==> src/rtl/usb_tx_pkg.sv <==
// usb_tx_pkg: PID codes, scheduler states and the handshake PID sanitiser
package usb_tx_pkg;
  localparam logic [1:0] PID_ACK = 2'b00;
  localparam logic [1:0] PID_NAK = 2'b01;
  localparam logic [1:0] PID_STALL = 2'b10;
  localparam logic [1:0] PID_DATA = 2'b11;
  typedef enum logic [2:0] {IDLE, HS_ISSUE, HS_WAIT, DATA_ISSUE, DATA_SEND, GAP} state_t;
  function automatic logic [1:0] hs_pid_map(input logic [1:0] p);
    return (p == PID_ACK || p == PID_NAK) ? p : PID_STALL;
  endfunction
endpackage

==> src/rtl/tx_sched_counter.sv <==
// tx_sched_counter: clearable saturating up-counter flagging when it reaches a limit
module tx_sched_counter #(
  parameter int W = 13
) (
  input  logic         clk,
  input  logic         n_rst,
  input  logic         clr,
  input  logic [W-1:0] lim,
  output logic         hit
);
  logic [W-1:0] cnt;
  always_ff @(posedge clk or negedge n_rst)
    if (!n_rst) cnt <= '0;
    else cnt <= clr ? '0 : (&cnt ? cnt : cnt + 1'b1);
  assign hit = cnt >= lim;
endmodule

==> src/rtl/usb_tx_scheduler.sv <==
// usb_tx_scheduler: arbitrates handshake vs data packets onto the USB transmitter,
// feeds payload bytes from a show-ahead FIFO, enforces inter-packet gap and timeout
module usb_tx_scheduler
  import usb_tx_pkg::*;
#(
  parameter int LEN_W          = 7,
  parameter int IPG_CYCLES     = 16,
  parameter int TIMEOUT_CYCLES = 4096,
  parameter int CNT_W          = 13
) (
  input  logic             clk,
  input  logic             n_rst,
  input  logic             hs_req,
  input  logic [1:0]       hs_pid,
  input  logic             data_req,
  input  logic [LEN_W-1:0] data_len,
  input  logic [7:0]       fifo_rdata,
  input  logic             fifo_empty,
  output logic             fifo_rd,
  input  logic             byte_pull,
  input  logic             ack_done,
  input  logic             tx_complete,
  output logic             tx_ena,
  output logic             ack_prep,
  output logic [1:0]       pid,
  output logic [7:0]       parallel_in,
  output logic             hs_done,
  output logic             data_done,
  output logic             err_timeout,
  output logic             err_underrun,
  output logic             busy
);
  state_t state, next;
  logic [LEN_W-1:0] bytes_left;
  logic [CNT_W-1:0] lim;
  logic hit, load;
  // the counter restarts on every state change, so it measures time spent in the current state
  assign lim = state == GAP ? CNT_W'(IPG_CYCLES - 1) : CNT_W'(TIMEOUT_CYCLES - 1);
  tx_sched_counter #(.W(CNT_W)) u_cnt (
    .clk  (clk),
    .n_rst(n_rst),
    .clr  (next != state),
    .lim  (lim),
    .hit  (hit)
  );
  always_ff @(posedge clk or negedge n_rst)
    if (!n_rst) state <= IDLE;
    else state <= next;
  always_comb begin
    next = state;
    case (state)
      IDLE:       next = hs_req ? HS_ISSUE : (data_req ? DATA_ISSUE : IDLE);
      HS_ISSUE:   next = HS_WAIT;
      HS_WAIT:    next = (ack_done || hit) ? GAP : HS_WAIT;
      DATA_ISSUE: next = DATA_SEND;
      DATA_SEND:  next = (tx_complete || hit) ? GAP : DATA_SEND;
      GAP:        next = hit ? IDLE : GAP;
      default:    next = IDLE;
    endcase
  end
  always_comb begin
    ack_prep = state == HS_ISSUE;
    tx_ena   = state == DATA_ISSUE;
    busy     = state != IDLE;
    load     = bytes_left != '0 &&
               (tx_ena || (state == DATA_SEND && byte_pull && !tx_complete && !hit));
    fifo_rd  = load && !fifo_empty;
  end
  always_ff @(posedge clk or negedge n_rst)
    if (!n_rst) begin
      pid          <= PID_DATA;
      parallel_in  <= 8'h00;
      bytes_left   <= '0;
      hs_done      <= 1'b0;
      data_done    <= 1'b0;
      err_timeout  <= 1'b0;
      err_underrun <= 1'b0;
    end else begin
      hs_done      <= state == HS_WAIT && ack_done;
      data_done    <= state == DATA_SEND && tx_complete;
      err_timeout  <= hit && ((state == HS_WAIT && !ack_done) || (state == DATA_SEND && !tx_complete));
      err_underrun <= (load && fifo_empty) || (state == DATA_SEND && tx_complete && bytes_left != '0);
      if (state == IDLE && hs_req) pid <= hs_pid_map(hs_pid);
      else if (state == IDLE && data_req) pid <= PID_DATA;
      if (state == IDLE && !hs_req && data_req) bytes_left <= data_len;
      else if (load) bytes_left <= bytes_left - 1'b1;
      if (load) parallel_in <= fifo_empty ? 8'h00 : fifo_rdata;
    end
endmodule

==> config.mk <==
export PLATFORM = sky130hd
export DESIGN_NAME = usb_tx_scheduler
export DESIGN_NICKNAME = d
export VERILOG_FILES = /design/src/rtl/usb_tx_pkg.sv /design/src/rtl/tx_sched_counter.sv /design/src/rtl/usb_tx_scheduler.sv
export SDC_FILE = /design/constraint.sdc
export NUM_CORES = 1
export LEC_CHECK = 0
export ABC_AREA = 1
export CORE_ASPECT_RATIO = 0.6
export CORE_UTILIZATION = 51
export CTS_CLUSTER_SIZE = 40
export DETAILED_ROUTE_END_ITERATION = 6
export GPL_ROUTABILITY_DRIVEN = 0
export PLACE_DENSITY = 0.89
export REMOVE_ABC_BUFFERS = 1
export SETUP_SLACK_MARGIN = 0.3
export SLEW_MARGIN = 0
export SYNTH_ARGS = -nofsm -noshare
export SYNTH_HDL_FRONTEND = slang
export SYNTH_SLANG_ARGS = --single-unit
==> constraint.sdc <==
create_clock -name clk -period 3.4 [get_ports clk]
set_input_delay 1.02 -clock clk [delete_from_list [all_inputs] [get_ports clk]]
set_output_delay 1.02 -clock clk [all_outputs]
set_load 0.05 [all_outputs]
==> tab_implementation.tex, run 1 <==
\begin{tabular}{lr}
\hline
Metric & Value \\
\hline
\multicolumn{2}{l}{\textbf{Run status}} \\
\quad Status & finished clean \\
\multicolumn{2}{l}{\textbf{Worst setup path}} \\
\quad Data arrival at the endpoint of the critical path & 2.04 ns \\
\quad Standard cell with the maximum stage delay on the critical path & sky130\_fd\_sc\_hd\_\_dfrtp\_2 \\
\quad Most frequent CP cell & sky130\_fd\_sc\_hd\_\_o21ai\_2 \\
\quad Required time of the critical path & 2.38 ns \\
\quad Crit Path Max Fanout & 4 \\
\quad Category of the most critical setup path & register to primary output \\
\quad Crit path capture type & primary output \\
\quad Critical Path, Cell by Cell & buf\_4 > nor3\_1 > inv\_1 > nor2\_2 > nand2\_2 > o21ai\_2 > o21ai\_2 > nor2\_4 > buf\_12 \\
\quad Peak per-stage delay on the critical path & 0.43 ns \\
\quad Count of cells along the worst register-to-register path & 15 \\
\quad Element type at the critical path start & register \\
\multicolumn{2}{l}{\textbf{Synthesis}} \\
\quad Area of the mapped netlist & 0.00204 mm\^{}2 \\
\quad Synth Register Bits & 37 \\
\quad Compound-Gate Fraction of Synth Area & 0.0808 \\
\quad Dominant cells by area after synthesis & sky130\_fd\_sc\_hd\_\_dfrtp\_1, sky130\_fd\_sc\_hd\_\_nand2\_1, sky130\_fd\_sc\_hd\_\_nor2\_1 \\
\quad Top-area cell type share of the netlist area & 0.428 \\
\quad XOR/XNOR Fraction of Synth Area & 0.0257 \\
\quad Largest area contributor in the synthesized netlist & sky130\_fd\_sc\_hd\_\_dfrtp\_1 \\
\quad Combinational family with the most area after synthesis & simple AND/OR/NAND/NOR gates \\
\quad Sequential cell area fraction in the yosys report & 0.454 \\
\quad Prevailing post-synth register cell & sky130\_fd\_sc\_hd\_\_dfrtp\_1 \\
\quad Share of synthesized area spent on multiplexers & 0.00490 \\
\quad Warning count from the yosys run & 0 \\
\quad Post-synthesis instance total & 268 \\
\quad Asr flop ratio synth & 1.00 \\
\quad Number of enable-type register cells in the synthesized netlist & 0 \\
\quad Cell variety after synth & 32 \\
\quad Average cell area after synthesis & 7.63 um\^{}2 \\
\quad Adder-cell area share of the yosys netlist & 0.0184 \\
\quad Simple-gate area share of the yosys netlist & 0.337 \\
\multicolumn{2}{l}{\textbf{Cells and area}} \\
\quad Final antenna diode count & 0 \\
\quad Layout filler cell count & 274 \\
\quad \# nets final & 357 \\
\quad Leading cell types in the layout, fill and taps excluded & sky130\_fd\_sc\_hd\_\_nand2\_1, sky130\_fd\_sc\_hd\_\_clkdlybuf4s50\_1, sky130\_fd\_sc\_hd\_\_nor2\_1, sky130\_fd\_sc\_hd\_\_dfrtp\_1, sky130\_fd\_sc\_hd\_\_inv\_1 \\
\quad Most common library cell in the layout ignoring fill and taps & sky130\_fd\_sc\_hd\_\_nand2\_1 \\
\quad Fraction of final layout cells sized beyond drive strength 1 & 0.176 \\
\quad Post-layout instance count excluding filler cells & 377 \\
\quad Final core utilization & 0.734 \\
\quad Area overhead of the layout relative to synthesis & 34.4\% \\
\multicolumn{2}{l}{\textbf{Power and ir drop}} \\
\quad Clk network pwr share & 0.141 \\
\quad Gate power share & 0.547 \\
\quad PwrDens & 757 mW/mm\^{}2 \\
\quad Power share of the sequential group & 0.312 \\
\quad Cell internal power dissipation & 1.11 mW \\
\quad Largest vdd supply drop & 0.000544 V \\
\quad Share of total power consumed by net switching & 0.467 \\
\quad Total Power & 2.08 mW \\
\quad Switching power of the nets & 0.971 mW \\
\quad LEAKAGE & 1.35 nW \\
\multicolumn{2}{l}{\textbf{Drt}} \\
\quad Vias after detailed routing & 1971 \\
\quad First drt pass iteration count & 4 \\
\quad Post-route DRC & 0 \\
\quad Number of antenna-violating nets in the routed design & 0 \\
\quad Total length of routed wires & 5020 um \\
\quad Average wire per cell in the routed design & 13.3 um \\
\quad Vias per std cell & 5.23 \\
\quad 1st-iter DRT viols & 128 \\
\multicolumn{2}{l}{\textbf{Timing}} \\
\quad Number of hold-slack violations in the final timing report & 0 \\
\quad Max\_slew headroom & 0.654 \\
\quad Number of setup violations in the final report & 0 \\
\quad Crit path time final & 3.06 ns \\
\quad Share of the clock period used by the worst path after layout & 0.900 \\
\quad Maximum clock frequency & 327 MHz \\
\quad Post-Route Setup TNS & 0 ns \\
\quad Setup repair after global routing missed its margin & true \\
\quad Slew @ Worst Pin & 0.517 ns \\
\quad Largest clock skew in the final design & 0.00743 ns \\
\quad Max-slew violation count & 0 \\
\multicolumn{2}{l}{\textbf{Clock tree}} \\
\quad Number of buffers inserted during clock tree synthesis & 5 \\
\quad Clock latency on the worst-skew pair & 0.29 ns \\
\quad TritonCTS clock tree & built \\
\quad Clock-pin slew on the worst setup and hold paths & 0.07 ns \\
\quad Largest buffer count on any clock path & 2 \\
\quad Count of clock tree sinks & 37 \\
\quad Clk root buf & sky130\_fd\_sc\_hd\_\_clkbuf\_8 \\
\quad Clock H-tree levels & 2 \\
\quad Post-CTS Hold Fix Bufs & 0 \\
\multicolumn{2}{l}{\textbf{Worst hold path}} \\
\quad Worst hold path stage count & 2 \\
\quad Class of the tightest hold or removal check & register to register \\
\multicolumn{2}{l}{\textbf{Die}} \\
\quad Horizontal die dimension & 83.7 um \\
\quad Total I/O pin count & 43 \\
\quad Effective utilization at floorplan & 0.546 \\
\quad Standard-cell rows & 17 \\
\quad Die Outline Area & 0.00427 mm\^{}2 \\
\quad Core outline area & 0.00374 mm\^{}2 \\
\quad Height of the die & 51.0 um \\
\multicolumn{2}{l}{\textbf{Place}} \\
\quad Detailed placement HPWL & 3520 um \\
\quad Port bufs & 42 \\
\quad Total placed cells including tap cells & 357 \\
\multicolumn{2}{l}{\textbf{Global routing}} \\
\quad Total global routing track utilization & 0.260 \\
\quad Wire length of the first global-routing pass & 8680 um \\
\quad Global route overflow & 0 \\
\quad Largest net degree at the start of global routing & 38 \\
\quad Number of global-route vias before repair & 1895 \\
\quad Number of antenna violations at the first check in global routing & 0 \\
\multicolumn{2}{l}{\textbf{Run}} \\
\quad Max cap viols & 0 \\
\hline
\end{tabular}
-- logic make-up after synthesis --
family / after synthesis
fa+ha+maj: 3
xor+xnor: 6
compound gates: 28
mux: 1
simple gates: 155
buf+inv: 38
flops: 37
-- worst paths after layout --
check,from,to,slack (ns)
worst max-delay path,state[0]$_DFF_PN0_,fifo_rd,0.34
worst min-delay path,pid[1]$_DFFE_PN1P_,pid[1]$_DFFE_PN1P_,0.48
worst max register to register,state[2]$_DFF_PN0_,u_cnt.cnt[9]$_DFFE_PN0P_,1.13
worst min register to register,pid[1]$_DFFE_PN1P_,pid[1]$_DFFE_PN1P_,0.48
max in group asynchronous,n_rst,state[0]$_DFF_PN0_,1.91
min in group asynchronous,n_rst,u_cnt.cnt[9]$_DFFE_PN0P_,1.15
-- flip-flops by register name, indices dropped and copies added (netlist names), 2 cells and up --
register and count:
u_cnt.cnt 13, parallel_in 8, bytes_left 7, state 3
pid 2
-- synth_stat cells (4+ instances only) --
| cell | number |
|---|---|
| sky130_fd_sc_hd__dfrtp_1 | 35 |
| sky130_fd_sc_hd__inv_1 | 29 |
| sky130_fd_sc_hd__inv_2 | 4 |
| sky130_fd_sc_hd__nand2_1 | 77 |
| sky130_fd_sc_hd__nand3_1 | 16 |
| sky130_fd_sc_hd__nand3_2 | 4 |
| sky130_fd_sc_hd__nor2_1 | 36 |
| sky130_fd_sc_hd__nor2_2 | 11 |
| sky130_fd_sc_hd__o21ai_0 | 8 |
| sky130_fd_sc_hd__o21ai_1 | 6 |
| sky130_fd_sc_hd__xor2_1 | 5 |
-- repair_timing --
item	in CTS	in global routing
gates cloned	0	0
buffers inserted	11	1
endpoints found under the hold margin	0	0
gates resized for setup	9	7
setup endpoints to repair	1	3
pin swaps	7	5
-- layer usage --
metal  routed length, um  part of all wire  GRT usage
met4                  66             0.013     0.0819
met3                 262             0.052     0.0549
met2                2250              0.45      0.405
met5                   0                 0          0
met1                2440              0.49      0.367
-- critical path: cells and delay by family, from the launching register on --
family	cells	cell delay, ns
simple gates	4	0.62
buf+inv	3	0.44
flops	1	0.43
compound gates	2	0.26
-- cell type report --
cell class                      instances  area [um^2]  share of cell area
Multi-Input combinational cell        193          990               0.360
Clock buffer                            8         80.1              0.0291
Inverter                               34          133              0.0483
Timing Repair Buffer                   58          557               0.203
Tap cell                               47         58.8              0.0214
Sequential cell                        37          930               0.338
-- power groups by stage --
stage          Sequential (mW)  Clock (mW)  Combinational, mW
2_1_floorplan            0.826           0              0.533
6_report                 0.648       0.294               1.14
3_3_place_gp             0.652           0              0.999
5_1_grt                  0.660       0.317               1.24
4_1_cts                  0.646       0.299               1.11
3_5_place_dp             0.659           0               1.03
-- through the flow --
| step | hold slack [ns] | setup slack, ns | area, um^2 |
|---|---|---|---|
| global placement | 0.460 | 0.202 | 2530 |
| detailed placement | 0.469 | 0.118 | 2530 |
| floorplan | 0.515 | 0.380 | 2010 |
| finish | 0.483 | 0.341 | 2750 |
| CTS | 0.478 | 0.269 | 2730 |
| global route | 0.512 | 0.203 | 2750 |
Power figures use the tool's default switching activity.
==> run 2: changes to the inputs <==
- CTS_CLUSTER_SIZE: 40 -> 12
==> results of run 2 <==
Same layout as run 1: the final DEF is identical, and so are final timing and power.
==> run 3: changes to the inputs <==
- CORE_MARGIN: default -> 2
- RECOVER_POWER: default -> 50
==> run 3 against run 2 <==
Net effect:
- the flow now finishes with violations (design-rule violations, max-capacitance violations, max-slew violations)
- sequential share of layout area is 2.3 points lower
- wire length is 26% higher
- critical path depth grew 5
- flip-flop and latch count unchanged
==> tab_implementation.tex, run 3 (synthesized netlist as in run 1, its figures left out) <==
\begin{tabular}{lr}
\hline
Metric & Value \\
\hline
\multicolumn{2}{l}{\textbf{Worst setup path}} \\
\quad Category of the most critical setup path & register to primary output \\
\quad Element type at the critical path start & register \\
\quad Data arrival at the endpoint of the critical path & 2.23 ns \\
\quad End of the worst register-to-register path & err\_timeout\$\_DFF\_PN0\_ \\
\quad Worst setup path startpoint & state[1]\$\_DFF\_PN0\_ \\
\quad Count of cells along the worst register-to-register path & 25 \\
\quad Crit Path Max Fanout & 2 \\
\quad Crit path capture type & primary output \\
\quad Endpoint of the most critical setup path & fifo\_rd \\
\quad Worst reg-to-reg setup slack & 0.30 ns \\
\quad Startpoint of the worst register-to-register path & state[1]\$\_DFF\_PN0\_ \\
\quad Required time of the critical path & 2.38 ns \\
\multicolumn{2}{l}{\textbf{Clock tree}} \\
\quad Clock H-tree levels & 2 \\
\quad Post-CTS Hold Fix Bufs & 0 \\
\quad Clock latency on the worst-skew pair & 0.30 ns \\
\quad Count of clock tree sinks & 37 \\
\quad Number of buffers inserted during clock tree synthesis & 5 \\
\quad TritonCTS clock tree & built \\
\quad Clk root buf & sky130\_fd\_sc\_hd\_\_clkbuf\_8 \\
\quad Largest buffer count on any clock path & 2 \\
\quad Clock-pin slew on the worst setup and hold paths & 0.07 ns \\
\multicolumn{2}{l}{\textbf{Cells and area}} \\
\quad Area overhead of the layout relative to synthesis & 44.3\% \\
\quad Multi-input combinational cell area & 0.00100 mm\^{}2 \\
\quad Largest register by flop count & u\_cnt.cnt \\
\quad Final antenna diode count & 0 \\
\quad Flip-flop count of the largest register, all copies and words added & 13 \\
\quad Leading cell types in the layout, fill and taps excluded & sky130\_fd\_sc\_hd\_\_nand2\_1, sky130\_fd\_sc\_hd\_\_nor2\_1, sky130\_fd\_sc\_hd\_\_dfrtp\_1 \\
\quad Final core utilization & 0.784 \\
\quad Most common library cell in the layout ignoring fill and taps & sky130\_fd\_sc\_hd\_\_nand2\_1 \\
\quad Leading registers by flop count & u\_cnt.cnt (13), parallel\_in (8), bytes\_left (7) \\
\quad Fraction of final layout cells sized beyond drive strength 1 & 0.208 \\
\quad Summed area of non-filler cells in the final layout & 0.00295 mm\^{}2 \\
\quad \# nets final & 373 \\
\quad Footprint of the flip-flops and latches & 930 um\^{}2 \\
\quad Layout filler cell count & 235 \\
\quad Post-layout instance count excluding filler cells & 393 \\
\multicolumn{2}{l}{\textbf{Timing}} \\
\quad Post-Route Hold Slack & 0.472 ns \\
\quad Crit path time final & 3.25 ns \\
\quad Max-slew violation count & 38 \\
\quad Post-Route Setup TNS & 0 ns \\
\quad Setup repair after global routing missed its margin & true \\
\quad Share of the clock period used by the worst path after layout & 0.957 \\
\quad Number of hold-slack violations in the final timing report & 0 \\
\quad Slew @ Worst Pin & 1.94 ns \\
\quad Maximum clock frequency & 307 MHz \\
\quad Final Worst Setup Slack & 0.147 ns \\
\quad Max\_slew headroom & -0.291 \\
\quad Number of setup violations in the final report & 0 \\
\quad Largest clock skew in the final design & 0.0126 ns \\
\multicolumn{2}{l}{\textbf{Drt}} \\
\quad Number of antenna-violating nets in the routed design & 0 \\
\quad WL met3 & 577 um \\
\quad Total length of routed wires & 6320 um \\
\quad Post-route DRC & 7 \\
\quad Average wire per cell in the routed design & 16.1 um \\
\quad Vias per std cell & 5.60 \\
\quad Top routing layer in use & met4 \\
\quad Vias after detailed routing & 2201 \\
\quad 1st-iter DRT viols & 160 \\
\quad Length of routed wiring on met1 & 2610 um \\
\quad Total length of routed met2 wires & 2900 um \\
\quad First drt pass iteration count & 7 \\
\multicolumn{2}{l}{\textbf{Run status}} \\
\quad Violated checks & design-rule violations, max-capacitance violations, max-slew violations \\
\quad Status & complete, but fails checks \\
\multicolumn{2}{l}{\textbf{Place}} \\
\quad Port bufs & 42 \\
\quad Place WS & 0.142 ns \\
\quad Total placed instance area & 0.00252 mm\^{}2 \\
\quad Total placed cells including tap cells & 356 \\
\quad Detailed placement HPWL & 3510 um \\
\multicolumn{2}{l}{\textbf{Power and ir drop}} \\
\quad Total Power & 2.26 mW \\
\quad LEAKAGE & 1.47 nW \\
\quad PwrDens & 766 mW/mm\^{}2 \\
\quad Largest vdd supply drop & 0.000542 V \\
\multicolumn{2}{l}{\textbf{Die}} \\
\quad Core outline area & 0.00376 mm\^{}2 \\
\quad Height of the die & 53.0 um \\
\quad Effective utilization at floorplan & 0.543 \\
\quad Standard-cell rows & 17 \\
\quad Horizontal die dimension & 85.7 um \\
\quad Die Outline Area & 0.00455 mm\^{}2 \\
\quad Total I/O pin count & 43 \\
\multicolumn{2}{l}{\textbf{Global routing}} \\
\quad Wire length of the first global-routing pass & 9470 um \\
\quad Largest net degree at the start of global routing & 38 \\
\quad Total global routing track utilization & 0.283 \\
\quad Number of global-route vias before repair & 2029 \\
\quad Global route overflow & 0 \\
\quad Number of antenna violations at the first check in global routing & 0 \\
\multicolumn{2}{l}{\textbf{Worst hold path}} \\
\quad Class of the tightest hold or removal check & register to register \\
\multicolumn{2}{l}{\textbf{Run}} \\
\quad Max cap viols & 1 \\
\hline
\end{tabular}
-- run 3: cell type report --
class / instances / share of cell area
multi-input combinational: 193 / 0.341
timing repair buffer: 74 / 0.241
sequential: 37 / 0.315
tap: 47 / 0.0199
clock buffer: 7 / 0.0293
inverter: 34 / 0.0441
clock inverter: 1 / 0.0102
-- run 3: report_power, final --
group	switching [mW]	internal, mW
clock	0.165	0.239
combinational	0.785	0.414
sequential	0.0903	0.565
-- run 3: worst max-delay path, cell delays in order, from the launching register on --
cell                      delay, ns
sky130_fd_sc_hd__dfrtp_1       0.41
sky130_fd_sc_hd__inv_2         0.09
sky130_fd_sc_hd__nand3_4       0.08
sky130_fd_sc_hd__inv_4         0.08
sky130_fd_sc_hd__ha_4          0.20
sky130_fd_sc_hd__inv_2         0.06
sky130_fd_sc_hd__nor2_2        0.03
sky130_fd_sc_hd__nand3_1       0.13
sky130_fd_sc_hd__nor2_4        0.07
sky130_fd_sc_hd__nor2_4        0.12
sky130_fd_sc_hd__nand2_4       0.07
sky130_fd_sc_hd__o21ai_4       0.17
sky130_fd_sc_hd__o21ai_4       0.10
sky130_fd_sc_hd__nor2_4        0.16
sky130_fd_sc_hd__buf_12        0.16
-- run 3: worst min path at each step --
stage                               from                         to  slack [ns]  depth (start not counted)
2_1_floorplan  bytes_left[5]$_DFFE_PN0P_  bytes_left[5]$_DFFE_PN0P_        0.52                          2
3_3_place_gp          pid[1]$_DFFE_PN1P_         pid[1]$_DFFE_PN1P_        0.46                          2
3_5_place_dp          pid[1]$_DFFE_PN1P_         pid[1]$_DFFE_PN1P_        0.46                          2
4_1_cts               pid[1]$_DFFE_PN1P_         pid[1]$_DFFE_PN1P_        0.48                          2
5_1_grt               pid[1]$_DFFE_PN1P_         pid[1]$_DFFE_PN1P_        0.50                          2
6_report              pid[1]$_DFFE_PN1P_         pid[1]$_DFFE_PN1P_        0.47                          2
-- run 3: per-layer routing --
layer / vias to the layer above / track usage
met5: - / 0
met4: 0 / 0.122
met1: 1041 / 0.353
met2: 136 / 0.470
li1: 993 / -
met3: 31 / 0.0780
-- run 3: what timing repair did --
item / 4_1_cts / 5_1_grt
pin swaps: 8 / 8
gates resized for setup: 8 / 20
hold endpoints to repair: 0 / 0
setup buffers: 25 / 4
setup endpoints to repair: 1 / 5
gates cloned: 0 / 0
==> variant 1: new RTL, flow settings as in run 1 <==
The parameter `LEN_W` goes from 7 to 8.
--- a/src/rtl/usb_tx_scheduler.sv
+++ b/src/rtl/usb_tx_scheduler.sv
@@ -3,7 +3,7 @@
 module usb_tx_scheduler
   import usb_tx_pkg::*;
 #(
-  parameter int LEN_W          = 7,
+  parameter int LEN_W          = 8,
   parameter int IPG_CYCLES     = 16,
   parameter int TIMEOUT_CYCLES = 4096,
   parameter int CNT_W          = 13
Ports: changed (resized data_len); port bits go from 43 to 44. The function was not compared with the original's and may differ.
==> variant 1 against run 1 <==
The flow now finishes with violations (design-rule violations). Area after synthesis is 3.0% higher. Sequential share of layout area is 0.35 points higher. Power is 3.9% higher. Clock skew is 0.0020 ns lower. Worst setup slack worse by 0.047 ns. Wire length is 3.2% higher. Design area is 1.8% higher. Sequential cell count is 1 higher. Critical path type unchanged. Largest power group unchanged.
==> variant 1: results <==
set metrics [dict create \
    vdd_ir_drop_max_v 0.0006816 \
    drcViolationCount 6 \
    preCtsSetupSlack_ns 0.1478 \
    fin_nets 365 \
    yosysSeqAreaShare_pct 45.28 \
    firstDrtPassIters 7 \
    top_regs "u_cnt.cnt x13, bytes_left x8, parallel_in x8" \
    dpl_cell_area_um2 2565 \
    cts_setup_buffers 9 \
    syn_area_um2 2106 \
    grt_pass1_wl_um 8845 \
    grt_pass1_vias 1910 \
    grt_max_degree 39 \
    ys_seq_elements 38 \
    io_buffer_count 43 \
    status "finished with violations" \
    buf_share_pct 19.15 \
    vias_per_cell 5.331 \
    swShare_pct 46.53 \
    seq_share_pct 34.18 \
    final-clk-cell-share_pct 3.266 \
    min_from "parallel_in[7]" \
    skew_ns 0.005442 \
    synth_commonest_cells "nand2_1 (80), inv_1 (39), nor2_1 (39)" \
    ctsResizeCount 11 \
    clkPwrFrac_pct 15.0 \
    nFillCells 291 \
    drt-initial-drc-count 173 \
    multi_input_area_share_pct 35.84 \
    failed_checks "design-rule violations" \
    drive_above_1_share_pct 14.24 \
    n_all_inverters 40 \
    crit_fanout 2 \
    clock_buffers 7 \
    total_leakage_power_nw 1.372 \
    routedWlPerCell_um 13.51 \
    synthTopCellsByArea "dfrtp_1 (43%), nand2_1 (14%), inv_1 (7.0%)" \
]
==> variant 1: changes by cell type after synthesis, sizes merged, moves of 2 or more <==
cell	run 1	this run
o21ai	16	20
nand2	79	82
nor4	0	2
xor2	5	9
nand3	20	17
a31oi	3	0
inv	33	40
nor3	3	5
nor2	49	42
==> variant 1: per-stage QoR <==
step,utilization (%),hold slack (ns),instances
final,73.45,0.4834,384
after CTS,72.07,0.4900,381
after detailed placement,67.37,0.4729,364
after floorplan,-,0.5136,273
after global routing,73.45,0.5148,384
after global placement,67.37,0.4603,364
==> variant 1: metal layers <==
layer | track usage [%] | vias to the layer above | wire (um)
met5 | 0 | - | 0
li1 | - | 984 | -
met1 | 35.95 | 949 | 2371
met4 | 10.45 | 0 | 89
met3 | 6.349 | 10 | 490
met2 | 41.67 | 104 | 2236
==> variant 1: final timing paths <==
check / to / slack (ns) / depth (start not counted)
max: fifo_rd / 0.29 / 14
min: parallel_in[7] / 0.48 / 2
max reg2reg: u_cnt.cnt[8] / 0.97 / 17
min reg2reg: parallel_in[7] / 0.48 / 2
max in group asynchronous: state[0] / 2.02 / 1
min in group asynchronous: u_cnt.cnt[0] / 0.82 / 1
==> variant 1: critical path: stages, from the launching register on <==
cell	delay, ns
dfrtp_1	0.41
inv_2	0.09
nand3_2	0.09
inv_2	0.10
ha_4	0.21
inv_4	0.05
nor2_2	0.04
nand3_2	0.08
nor2_2	0.04
nor2_2	0.10
nand2_2	0.08
o21ai_4	0.16
nand2_4	0.09
nor2_8	0.11
buf_12	0.14
==> variant 1: kinds of logic (layout without fill, tap and decap cells) <==
kind of cell	Yosys count	in the layout	share of synthesized area [%]
compound gates	28	28	7.368
buf+inv	45	104	9.150
simple gates	152	152	31.31
fa+ha+maj	3	3	1.783
flops	38	38	45.28
mux	1	1	0.5347
xor+xnor	11	11	4.576
==> variant 2: new RTL, settings of run 1 <==
Made on the original files. Re-encode `state_t` (6 states) as Gray code, 3 bits wide.
--- a/src/rtl/usb_tx_pkg.sv
+++ b/src/rtl/usb_tx_pkg.sv
@@ -4,7 +4,7 @@
   localparam logic [1:0] PID_NAK = 2'b01;
   localparam logic [1:0] PID_STALL = 2'b10;
   localparam logic [1:0] PID_DATA = 2'b11;
-  typedef enum logic [2:0] {IDLE, HS_ISSUE, HS_WAIT, DATA_ISSUE, DATA_SEND, GAP} state_t;
+  typedef enum logic [2:0] {IDLE = 3'b000, HS_ISSUE = 3'b001, HS_WAIT = 3'b011, DATA_ISSUE = 3'b010, DATA_SEND = 3'b110, GAP = 3'b111} state_t;
   function automatic logic [1:0] hs_pid_map(input logic [1:0] p);
     return (p == PID_ACK || p == PID_NAK) ? p : PID_STALL;
   endfunction
Formal check against the unedited RTL: no difference found for any inputs over 10 cycles, from zero or initial values and one cycle with n_rst low; not proved beyond that.
==> variant 2 against run 1 <==
Power up 15%. Die area up 3.3%. Global-route usage decreased by 0.98 points. Wire length is 0.96% lower. Worst setup slack worse by 0.0097 ns. Count of clock-buffer cells in the layout fell by 3. Sequential cell count is the same. Final cell count decreased by 1.6%. Critical path depth up 6. Design area grew 1.5%. Area after synthesis increased by 3.4%.
==> variant 2: results <==
set metrics [dict create \
    yosysSeqAreaShare_pct 43.91 \
    dpl_cell_area_um2 2570 \
    synthAdderAreaFrac_pct 1.775 \
    synth_xor_area_share_pct 4.142 \
    clk_pin_slew_ns 0.08 \
    r2r_end "bytes_left[4]" \
    grt_pass1_wl_um 8349 \
    vias 1982 \
    stdcell_area_um2 2789 \
    nFillCells 275 \
    cpPeakStageDelay_ns 0.42 \
    synth_cell_type_count 31 \
    crit_fanout 3 \
    place_hpwl_um 3504 \
    synth_compound_area_share_pct 10.24 \
    clockBufferDepth 2 \
    use_met1_pct 33.78 \
    syn_avg_cell_area_um2 7.920 \
    grt.overflow.total 0 \
    grt_pass1_vias 1844 \
    total_leakage_power_nw 1.317 \
    status "complete, no violations" \
    ctsResizeCount 10 \
    cts_inserted_buffers 5 \
    min_to "parallel_in[2]" \
    grt_max_degree 38 \
    reg2regPathDepth 18 \
    grt_use_met3_pct 6.349 \
    wirelength_um 4976 \
    drive_above_1_share_pct 20.99 \
    r2r-start "state[2]" \
    vdd_ir_drop_max_v 0.0005121 \
    preCtsSetupSlack_ns 0.1984 \
    slew_headroom_pct 46.22 \
    synthArstFlopShare_pct 100.0 \
    grt_use_total_pct 25.03 \
    synth.area.mux_share_pct 0 \
    synth_commonest_cells "nand2_1 (65), dfrtp_1 (35), nor2_1 (35)" \
    met2_usage_pct 39.25 \
    drt-initial-drc-count 118 \
    cts_setup_buffers 9 \
    whs_ns 0.4842 \
    synthTopCellsByArea "dfrtp_1 (41%), nand2_1 (12%), nor2_1 (6.2%)" \
    placed_cells_incl_taps 352 \
    routedWlPerCell_um 13.41 \
    min_from "parallel_in[2]" \
    firstDrtPassIters 4 \
    cp.arrival_ns 2.05 \
    hold_class "flop to flop" \
    io_buffer_count 42 \
    skew_ns 0.006452 \
    r2r_slack_ns 1.08 \
    slowest_stage "dfrtp_2" \
]
variant 2: cell count changes in the layout (fill, tap and decap cells not counted), sizes merged, moves of 2 or more:
cell | run 1 | this run
a21oi | 4 | 15
nor2 | 49 | 41
nand2 | 79 | 73
nand4 | 3 | 7
clkbuf | 8 | 5
o21ai | 16 | 13
xnor2 | 1 | 4
buf | 17 | 15
nand3 | 20 | 18
nor3 | 3 | 5
o22ai | 2 | 0
variant 2: kinds of logic (layout without fill, tap and decap cells):
kind of cell / Yosys count / in the layout
AO/OA/AOI/OAI: 33 / 33
XOR/XNOR: 10 / 10
adder cells (fa/ha/maj): 3 / 3
buffers and inverters: 38 / 95
flip-flops: 37 / 37
AND/OR/NAND/NOR: 146 / 146
variant 2: worst max path at each step:
stage	start	endpoint	slack [ns]	cells past startpoint
global route	state[2]	fifo_rd	0.20	15
global placement	tx_complete	fifo_rd	0.25	7
CTS	state[0]	fifo_rd	0.30	15
floorplan	state[2]	fifo_rd	0.33	14
detailed placement	tx_complete	fifo_rd	0.20	7
finish	state[2]	fifo_rd	0.33	15
variant 2: layout make-up:
type                            count  share of cell area (%)
Inverter                           32                   4.397
Clock inverter                      3                  0.6281
Clock buffer                        5                   2.467
Sequential cell                    37                   33.42
Tap cell                           47                   2.109
Multi-Input combinational cell    192                   38.13
Timing Repair Buffer               55                   18.84
variant 2: metal layers:
| metal | wire length (um) | part of all wire (%) |
|---|---|---|
| met1 | 2298 | 46 |
| met2 | 2269 | 46 |
| met3 | 336 | 6.8 |
| met4 | 70 | 1.4 |
| met5 | 0 | 0 |
variant 2: power breakdown:
part	internal, mW	switching, mW	total, mW
clock network	0.141	0.157	0.298
logic	0.485	0.936	1.42
registers	0.591	0.0839	0.675
